File: config.mk
export PLATFORM = sky130hd
export DESIGN_NAME = hb_chain_ctrl_flat
export DESIGN_NICKNAME = d
export VERILOG_FILES = /design/src/rtl/hb_chain_ctrl_if.sv /design/src/rtl/hb_chain_ctrl.sv /design/src/flat_wrapper.sv
export SDC_FILE = /design/constraint.sdc
export NUM_CORES = 1
export LEC_CHECK = 0
export CELL_PAD_IN_SITES_DETAIL_PLACEMENT = 0
export CELL_PAD_IN_SITES_GLOBAL_PLACEMENT = 1
export CORE_MARGIN = 2
export CORE_UTILIZATION = 26
export DETAILED_ROUTE_END_ITERATION = 16
export HOLD_SLACK_MARGIN = 0.06
export MAX_ROUTING_LAYER = met4
export PLACE_DENSITY = 0.83
export SETUP_SLACK_MARGIN = 0.2
export SLEW_MARGIN = 15
export SYNTH_ARGS = -nofsm -noshare
export SYNTH_HDL_FRONTEND = slang
export SYNTH_SLANG_ARGS = --single-unit
File: constraint.sdc
create_clock -name clk -period 2.7 [get_ports clk]
set_input_delay 0.405 -clock clk [delete_from_list [all_inputs] [get_ports clk]]
set_output_delay 0.405 -clock clk [all_outputs]
set_load 0.01 [all_outputs]
File: src/rtl/hb_chain_ctrl_if.sv
// Sample-path bundle between the halfband chain controller and the chain/source.
// master = controller side, slave = source/stage side.
interface hb_chain_ctrl_if;
  logic [15:0] src_data;
  logic        src_valid;
  logic        hb1_v, hb2_v, hb3_v;
  logic [15:0] hb1_y, hb2_y, hb3_y;
  logic        hb_clr_n;
  logic [2:0]  hb_x_valid;
  logic [15:0] out_data;
  logic        out_valid;

  modport master (
    input  src_data, src_valid, hb1_v, hb2_v, hb3_v, hb1_y, hb2_y, hb3_y,
    output hb_clr_n, hb_x_valid, out_data, out_valid
  );
  modport slave (
    output src_data, src_valid, hb1_v, hb2_v, hb3_v, hb1_y, hb2_y, hb3_y,
    input  hb_clr_n, hb_x_valid, out_data, out_valid
  );
endinterface

File: src/rtl/hb_chain_ctrl.sv
// Sequencer for a 3-stage halfband decimator cascade: flush, warm-up discard, output mux.
// Optional statistics counters are enabled by defining HBCTRL_STATS_EN.
module hb_chain_ctrl #(
  parameter int FLUSH_CYC  = 4,
  parameter int WARMUP_OUT = 4
) (
  input  logic                 clk,
  input  logic                 reset_n,
  hb_chain_ctrl_if.master      bus,
  input  logic                 enable_i,
  input  logic [1:0]           cfg_stages_i,
  input  logic                 cfg_load_i,
  output logic [1:0]           state_o,
  output logic                 busy_o,
  output logic [7:0]           stat_drop_o,
  output logic [31:0]          stat_out_o
);
  localparam int FW = $clog2(FLUSH_CYC + 1);
  localparam int WW = $clog2(WARMUP_OUT + 2);

  typedef enum logic [1:0] {IDLE = 2'd0, FLUSH = 2'd1, WARMUP = 2'd2, RUN = 2'd3} state_e;

  state_e          state_q, state_d;
  logic [1:0]      cfg_q, cfg_d;
  logic [FW-1:0]   fcnt_q, fcnt_d;
  logic [WW-1:0]   wcnt_q, wcnt_d;
  logic            clr_n_q, clr_n_d;
  logic [15:0]     od_q, od_d;
  logic            ov_q, ov_d;
  logic            sel_v;
  logic [15:0]     sel_y;
  logic            active;
  logic [2:0]      gate;

  always_comb begin
    sel_v = bus.src_valid;
    sel_y = bus.src_data;
    case (cfg_q)
      2'd1: begin sel_v = bus.hb1_v; sel_y = bus.hb1_y; end
      2'd2: begin sel_v = bus.hb2_v; sel_y = bus.hb2_y; end
      2'd3: begin sel_v = bus.hb3_v; sel_y = bus.hb3_y; end
      default: ;
    endcase
  end

  // Stage i is fed only when it is part of the configured chain and the chain is live.
  assign active = (state_q == WARMUP) || (state_q == RUN);
  always_comb begin
    gate = '0;
    for (int i = 0; i < 3; i++) gate[i] = active && (2'(i) < cfg_q);
  end

  assign bus.hb_x_valid = {bus.hb2_v & gate[2], bus.hb1_v & gate[1], bus.src_valid & gate[0]};

  always_comb begin
    state_d = state_q;
    cfg_d   = cfg_q;
    fcnt_d  = fcnt_q;
    wcnt_d  = wcnt_q;
    ov_d    = 1'b0;
    od_d    = od_q;
    if (!enable_i) begin
      state_d = IDLE;
    end else if (state_q == IDLE || cfg_load_i) begin
      state_d = FLUSH;
      cfg_d   = cfg_stages_i;
      fcnt_d  = '0;
    end else begin
      case (state_q)
        FLUSH: begin
          if (fcnt_q == FW'(FLUSH_CYC - 1)) begin
            state_d = (cfg_q != 2'd0 && WARMUP_OUT != 0) ? WARMUP : RUN;
            wcnt_d  = '0;
          end else begin
            fcnt_d = fcnt_q + 1'b1;
          end
        end
        WARMUP: begin
          if (sel_v) begin
            if (wcnt_q == WW'(WARMUP_OUT - 1)) state_d = RUN;
            else                               wcnt_d  = wcnt_q + 1'b1;
          end
        end
        RUN: begin
          if (sel_v) begin
            ov_d = 1'b1;
            od_d = sel_y;
          end
        end
        default: ;
      endcase
    end
    // Stage reset follows the next state so it releases on the edge leaving FLUSH.
    clr_n_d = (state_d == WARMUP) || (state_d == RUN);
  end

  always_ff @(posedge clk or negedge reset_n) begin
    if (!reset_n) begin
      state_q <= IDLE;
      cfg_q   <= '0;
      fcnt_q  <= '0;
      wcnt_q  <= '0;
      clr_n_q <= 1'b0;
      od_q    <= '0;
      ov_q    <= 1'b0;
    end else begin
      state_q <= state_d;
      cfg_q   <= cfg_d;
      fcnt_q  <= fcnt_d;
      wcnt_q  <= wcnt_d;
      clr_n_q <= clr_n_d;
      od_q    <= od_d;
      ov_q    <= ov_d;
    end
  end

  assign bus.hb_clr_n  = clr_n_q;
  assign bus.out_data  = od_q;
  assign bus.out_valid = ov_q;
  assign state_o       = state_q;
  assign busy_o        = (state_q == FLUSH) || (state_q == WARMUP);

`ifdef HBCTRL_STATS_EN
  logic [7:0]  drop_q;
  logic [31:0] outs_q;
  always_ff @(posedge clk or negedge reset_n) begin
    if (!reset_n) begin
      drop_q <= '0;
      outs_q <= '0;
    end else begin
      if (state_q == FLUSH && bus.src_valid && drop_q != 8'hff) drop_q <= drop_q + 1'b1;
      if (ov_q) outs_q <= outs_q + 1'b1;
    end
  end
  assign stat_drop_o = drop_q;
  assign stat_out_o  = outs_q;
`else
  assign stat_drop_o = '0;
  assign stat_out_o  = '0;
`endif
endmodule

File: src/flat_wrapper.sv
// flat-port wrapper written by rule: the top's interface ports become plain ports
module hb_chain_ctrl_flat 
#(
  parameter int FLUSH_CYC  = 4,
  parameter int WARMUP_OUT = 4
)
  (clk, reset_n, enable_i, cfg_stages_i, cfg_load_i, state_o, busy_o, stat_drop_o, stat_out_o, bus_src_data, bus_src_valid, bus_hb1_v, bus_hb2_v, bus_hb3_v, bus_hb1_y, bus_hb2_y, bus_hb3_y, bus_hb_clr_n, bus_hb_x_valid, bus_out_data, bus_out_valid);
  hb_chain_ctrl_if bus_i ();
  input  logic clk;
  input  logic reset_n;
  input  logic enable_i;
  input  logic [1:0] cfg_stages_i;
  input  logic cfg_load_i;
  output logic [1:0] state_o;
  output logic busy_o;
  output logic [7:0] stat_drop_o;
  output logic [31:0] stat_out_o;
  input wire logic [$bits(bus_i.src_data)-1:0] bus_src_data;
  input wire logic [$bits(bus_i.src_valid)-1:0] bus_src_valid;
  input wire logic [$bits(bus_i.hb1_v)-1:0] bus_hb1_v;
  input wire logic [$bits(bus_i.hb2_v)-1:0] bus_hb2_v;
  input wire logic [$bits(bus_i.hb3_v)-1:0] bus_hb3_v;
  input wire logic [$bits(bus_i.hb1_y)-1:0] bus_hb1_y;
  input wire logic [$bits(bus_i.hb2_y)-1:0] bus_hb2_y;
  input wire logic [$bits(bus_i.hb3_y)-1:0] bus_hb3_y;
  output wire logic [$bits(bus_i.hb_clr_n)-1:0] bus_hb_clr_n;
  output wire logic [$bits(bus_i.hb_x_valid)-1:0] bus_hb_x_valid;
  output wire logic [$bits(bus_i.out_data)-1:0] bus_out_data;
  output wire logic [$bits(bus_i.out_valid)-1:0] bus_out_valid;
  assign bus_i.src_data = bus_src_data;
  assign bus_i.src_valid = bus_src_valid;
  assign bus_i.hb1_v = bus_hb1_v;
  assign bus_i.hb2_v = bus_hb2_v;
  assign bus_i.hb3_v = bus_hb3_v;
  assign bus_i.hb1_y = bus_hb1_y;
  assign bus_i.hb2_y = bus_hb2_y;
  assign bus_i.hb3_y = bus_hb3_y;
  assign bus_hb_clr_n = bus_i.hb_clr_n;
  assign bus_hb_x_valid = bus_i.hb_x_valid;
  assign bus_out_data = bus_i.out_data;
  assign bus_out_valid = bus_i.out_valid;
  hb_chain_ctrl #(.FLUSH_CYC(FLUSH_CYC), .WARMUP_OUT(WARMUP_OUT)) u_core (.clk(clk), .reset_n(reset_n), .bus(bus_i), .enable_i(enable_i), .cfg_stages_i(cfg_stages_i), .cfg_load_i(cfg_load_i), .state_o(state_o), .busy_o(busy_o), .stat_drop_o(stat_drop_o), .stat_out_o(stat_out_o));
endmodule
== Yosys cells after proc, flatten, opt, wreduce, memory -nomap -nowiden ==
Cells that the tools add are included.

* Output and inout port bits: 64
* Logic and storage cells: 65
* Flip-flop bits (word level): 28
* Input bits: 74

* Mux-type cells: 20
* Order comparisons: 3
* Bitwise gates (word level): 4
* Equality and inequality tests: 14
* Reduce and logical (&&, ||, !) cells: 15
* $add $sub $neg: 2

{| class="wikitable"
|+ Operators by type and width
! kind !! number
|-
| one-hot mux 16 bit (3 select lines) || 1
|-
| two-way mux 3 bit || 6
|-
| equality test 2 bit (second input constant) || 6
|-
| two-way mux 2 bit || 5
|-
| adder 3 x 1 -> 3 bit (second input constant) || 2
|-
| equality test 3 x 2 -> 1 bit (second input constant) || 2
|-
| inequality test 2 x 1 -> 1 bit (second input constant) || 3
|-
| one-hot mux 3 bit (2 select lines) || 1
|-
| AND reduction 6 bit || 1
|-
| nonzero test 2 bit || 3
|-
| two-way mux 1 bit || 5
|-
| equality test 2 x 1 -> 1 bit (second input constant) || 2
|-
| logical OR 1 bit || 4
|-
| less-than comparator 1 x 2 -> 1 bit (first input constant) || 2
|-
| one-hot mux 2 bit (2 select lines) || 1
|-
| AND reduction 4 bit || 1
|-
| AND 1 bit || 3
|-
| logical AND 1 bit || 3
|-
| one-hot mux 1 bit (3 select lines) || 1
|-
| AND reduction 3 bit || 1
|-
| zero test 2 bit || 1
|-
| less-than comparator 2 bit (first input constant) || 1
|-
| inequality test 2 bit (second input constant) || 1
|-
| AND reduction 2 bit || 1
|-
| NOT 1 bit || 1
|}

== Logic depth before layout (Yosys ltp) ==
* Word-level depth: 8
* Depth in mapped cells: 6
* Mapped depth without buffers: 5

== Worst setup path after synthesis ==
OpenSTA, ideal clock, no wires.

* Path kind: register -> register
* Start: register u_core.state_q[0], in the netlist u_core.state_o[0]
* End: register u_core.wcnt_q[0]
* Arrival: 2.050 ns
* Buffers on the path: 1
* Setup slack: 0.549 ns
* Stages on the path, launching flop included: 7
* Period minus slack after synthesis: 2.151 ns
* Data required time: 2.599 ns
* Library setup time: 0.101 ns
* Path through: dfrtp_1 > inv_1 > ha_1 > or3b_1 > buf_2 > or4b_4 > o311ai_2

* Longest elaborated chain between the ends: 4
* Elaborated cells between the ends (all ways): 11
* Those cells by class: eq/ne: 5; mux: 1; bitwise: 1; reduce/logical: 4

{| class="wikitable"
|+ RTL lines
! what !! RTL line !! RTL
|-
| start, declared || hb_chain_ctrl.sv:23 || <nowiki>state_e state_q, state_d;</nowiki>
|-
| start signal, assigned || hb_chain_ctrl.sv:107 || <nowiki>state_q <= state_d;</nowiki>
|-
| parallel branches: the longest is 4 deep, another holds AND reduction 6 bit || - ||
|-
| end signal, assigned || hb_chain_ctrl.sv:110 || <nowiki>wcnt_q <= wcnt_d;</nowiki>
|-
| end, declared || hb_chain_ctrl.sv:26 || <nowiki>logic [WW-1:0] wcnt_q, wcnt_d;</nowiki>
|}

Parallel ways; which one is timed is not known.
A chain may end at the register's enable or synchronous reset.

== Worst setup path after layout ==
* Start: register u_core.state_q[0], in the netlist u_core.state_o[0]
* End: output port bus_hb_x_valid[2]

* Longest elaborated chain between the ends: 4
* Elaborated cells between the ends (all ways): 5
* Those cells by class: eq/ne: 2; bitwise: 1; reduce/logical: 2

{| class="wikitable"
|+ RTL lines
! what !! RTL line !! RTL
|-
| equality test 2 bit || hb_chain_ctrl.sv:47 || <nowiki>assign active = (state_q == WARMUP) || (state_q == RUN);</nowiki>
|-
| logical OR 1 bit * || hb_chain_ctrl.sv:47 ||
|-
| logical AND 1 bit * || hb_chain_ctrl.sv:50 || <nowiki>for (int i = 0; i < 3; i++) gate[i] = active && (2'(i) < cfg_q);</nowiki>
|-
| AND 1 bit * || hb_chain_ctrl.sv:53 || <nowiki>assign bus.hb_x_valid = {bus.hb2_v & gate[2], bus.hb1_v & gate[1], bus.src_valid & gate[0]};</nowiki>
|-
| end, declared || flat_wrapper.sv:27 || <nowiki>output wire logic [$bits(bus_i.hb_x_valid)-1:0] bus_hb_x_valid;</nowiki>
|}

Every way passes the cells marked *; elsewhere a longest branch is shown, timed or not.

==> impl_metrics.yaml <==
logic_synthesis:
  synthAdderAreaFrac_pct: 5.42
  synth_top_family_by_area: "multiplexers"
  syn_inst: 168
  synth_cell_types: 33
  synthFlopType: "dfrtp_1"
  yosys.area_share.xor_xnor_pct: 0
  synth_seq_cells: 28
  synth-compound-area-share_pct: 8.31
  postSynthAreaPerCell_um2: 12.4
  yosys.area_share.simple_pct: 6.08
  yosys_warnings: 0
  muxShareOfSynthArea_pct: 28.7
  synth_edf_count: 0
  syn-cell-area_mm2: 0.00208
  seq_area_frac_synth_pct: 33.7
  synth-async-reset-ratio_pct: 100
timing:
  finClkSkew_ns: 0.00473
  slew_viol_final: 0
  period_share_pct: 87.9
  slew-limit-headroom_pct: 64.9
  hold_violations: 0
  tns_ns: 0
  max_clock_freq_mhz: 421
  period_minus_slack_ns: 2.37
  tightest_slew_ns: 0.522
  rsz0062_at_grt: "no"
  finalSetupViolations: 0
detailed_routing:
  drc_errors: 0
  ant_nets: 0
  drt-wirelength-per-cell_um: 15.0
  drt-total-wl_um: 5530
  vias_per_cell: 4.42
  first_pass_iters: 4
  vias: 1627
  drt_iter0_markers: 57
worst_setup_path:
  crit_type: "register to primary output"
  crit_cells: 4
  cp_num_buf_inv: 2
  r2r_end: "u_core.wcnt_q[2]"
  cp-start-kind: "register"
  cp_max_fo: 10
  endpoint_kind: "primary output"
  crit_end: "bus_hb_x_valid[2]"
  critPathLaunch: "u_core.state_o[0]"
  cp.arrival_ns: 1.97
  cp_slowest_cell: "clkdlybuf4s50_1"
  crit_chain: "inv_1 > ha_2 > o2111a_1 > clkdlybuf4s50_1"
  r2r_start: "u_core.state_o[0]"
  crit_family: "buffers and inverters"
  ff2ff_path_depth: 5
  cp.required_ns: 2.30
  max_stage_delay_ns: 0.56
  reg2reg_slack_ns: 0.46
grt:
  grt_pass1_wl_um: 8050
  gr-usage-all-layers_pct: 12.2
  antenna_found_initial: 0
  grt_pass1_vias: 1540
  grt-ovfl-total: 0
  grt_max_degree: 29
clock_network:
  post_cts_buffers: 0
  clock-sinks: 28
  cts_resized: 0
  clockBufferDepth: 2
  cts_buffers: 3
  clk_pin_slew_ns: 0.09
  cts_tree: "yes"
  hold_buffers: 0
  clk_latency_ns: 0.27
  ctsRootBufferMaster: "clkbuf_8"
  h-tree-depth: 1
place:
  gp_congestion: 0.834
  dp_hpwl_um: 4470
  port_buffers: 97
layout:
  syn_to_final_growth_pct: 48.0
  nFillCells: 733
  final_nets: 351
  antenna_cells: 0
  final_layout_size_suffix_gt1_share_pct: 19.2
power:
  power.total_mw: 1.01
  irDropWorstVdd_mv: 0.117
  p_leak_nw: 1.32
  power_density_mw_per_mm2: 328
flow_run:
  cap_violations: 0
die:
  num_io_pins: 138
  fp-row-count: 32
  dieArea_mm2: 0.00872
  die_h_um: 93.4
  dieWidth_um: 93.4
  initial_utilization_pct: 26.9
  coreArea_mm2: 0.00773
outcome:
  status: "finished clean"
min_path:
  hp-class: "input pin to asynchronous set/reset pin"
[cell usage after synthesis, types with 2 or more instances]
cell type / n / area [um^2]
dfrtp_1: 28 / 701
mux4_2: 17 / 383
o21ai_0: 6 / 30.0
nand3b_1: 3 / 22.5
inv_1: 8 / 30.0
buf_2: 2 / 10.0
nor2b_1: 2 / 12.5
nand3_1: 2 / 10.0
nand2_1: 2 / 7.51
o311ai_2: 2 / 32.5
o31ai_1: 3 / 22.5
clkbuf_1: 2 / 7.51
a211oi_1: 3 / 22.5
nor3b_1: 3 / 22.5
mux2_2: 18 / 203
ha_1: 9 / 113
buf_4: 42 / 315
[sequential cells by signal (all words and copies together), names as in the netlist]
signal                flops
u_core.bus.out_valid      1
u_core.bus.hb_clr_n       1
u_core.cfg_q              2
u_core.bus.out_data      16
u_core.fcnt_q             3
u_core.wcnt_q             3
u_core.state_o            2
[where the power goes]
group          switching (mW)  total (mW)  internal, mW
sequential             0.0167       0.446         0.429
clock                   0.122       0.222        0.0999
combinational           0.132       0.340         0.207
[stage by stage]
stage,hold WS [ns],util (%),cell area (um^2),cells,worst slack (ns)
final,0.512,39.8,3080,368,0.326
after global routing,0.530,39.8,3080,368,0.244
after CTS,0.516,39.8,3070,368,0.200
after detailed placement,0.494,39.2,3030,365,0.420
after global placement,0.487,39.2,3030,365,0.461
after floorplan,0.109,-,2220,207,0.549
[cell families (layout without fill, tap and decap cells)]
logic type               Yosys count  after routing
multiplexers                      36             36
flip-flops                        28             28
adder cells (fa/ha/maj)            9              9
AO/OA/AOI/OAI                     21             21
other                              1             40
buffers and inverters             55            114
AND/OR/NAND/NOR                   18             18
[layout by cell type, fill, tap and decap left out, types with 2 or more instances in the layout]
master	Yosys	final
a211oi_1	3	3
buf_4	42	6
clkbuf_8	0	3
clkdlybuf4s50_1	0	97
conb_1	1	40
dfrtp_1	28	28
ha_1	9	8
inv_1	8	8
mux2_2	18	18
mux4_2	17	17
nand2_1	2	2
nand3_1	2	2
nand3b_1	3	3
nor2b_1	2	2
nor3b_1	3	3
o21ai_0	6	6
o311ai_2	2	2
o31ai_1	3	3
[worst min path at each step]
stage,end,slack (ns),depth (start not counted)
2_1_floorplan,u_core.bus.hb_clr_n,0.11,0
3_3_place_gp,u_core.bus.out_data[1],0.49,1
3_5_place_dp,u_core.bus.out_data[7],0.49,1
4_1_cts,u_core.bus.out_data[6],0.52,1
5_1_grt,u_core.bus.out_data[1],0.53,1
6_report,u_core.wcnt_q[2],0.51,2
[final cells by class]
type / instances / area [um^2] / area share (%)
clock buffer: 3 / 41.3 / 1.34
inverter: 8 / 30.0 / 0.976
multi-input combinational: 124 / 1160 / 37.7
sequential: 28 / 701 / 22.8
tap: 102 / 128 / 4.15
timing repair buffer: 103 / 1020 / 33.0
[layer usage]
layer / global-route usage [%] / share of wire (%)
met1: 13.6 / 38
met2: 21.7 / 50
met3: 3.38 / 11
met4: 2.94 / 0.60
met5: - / 0
Power figures use the tool's default switching activity.
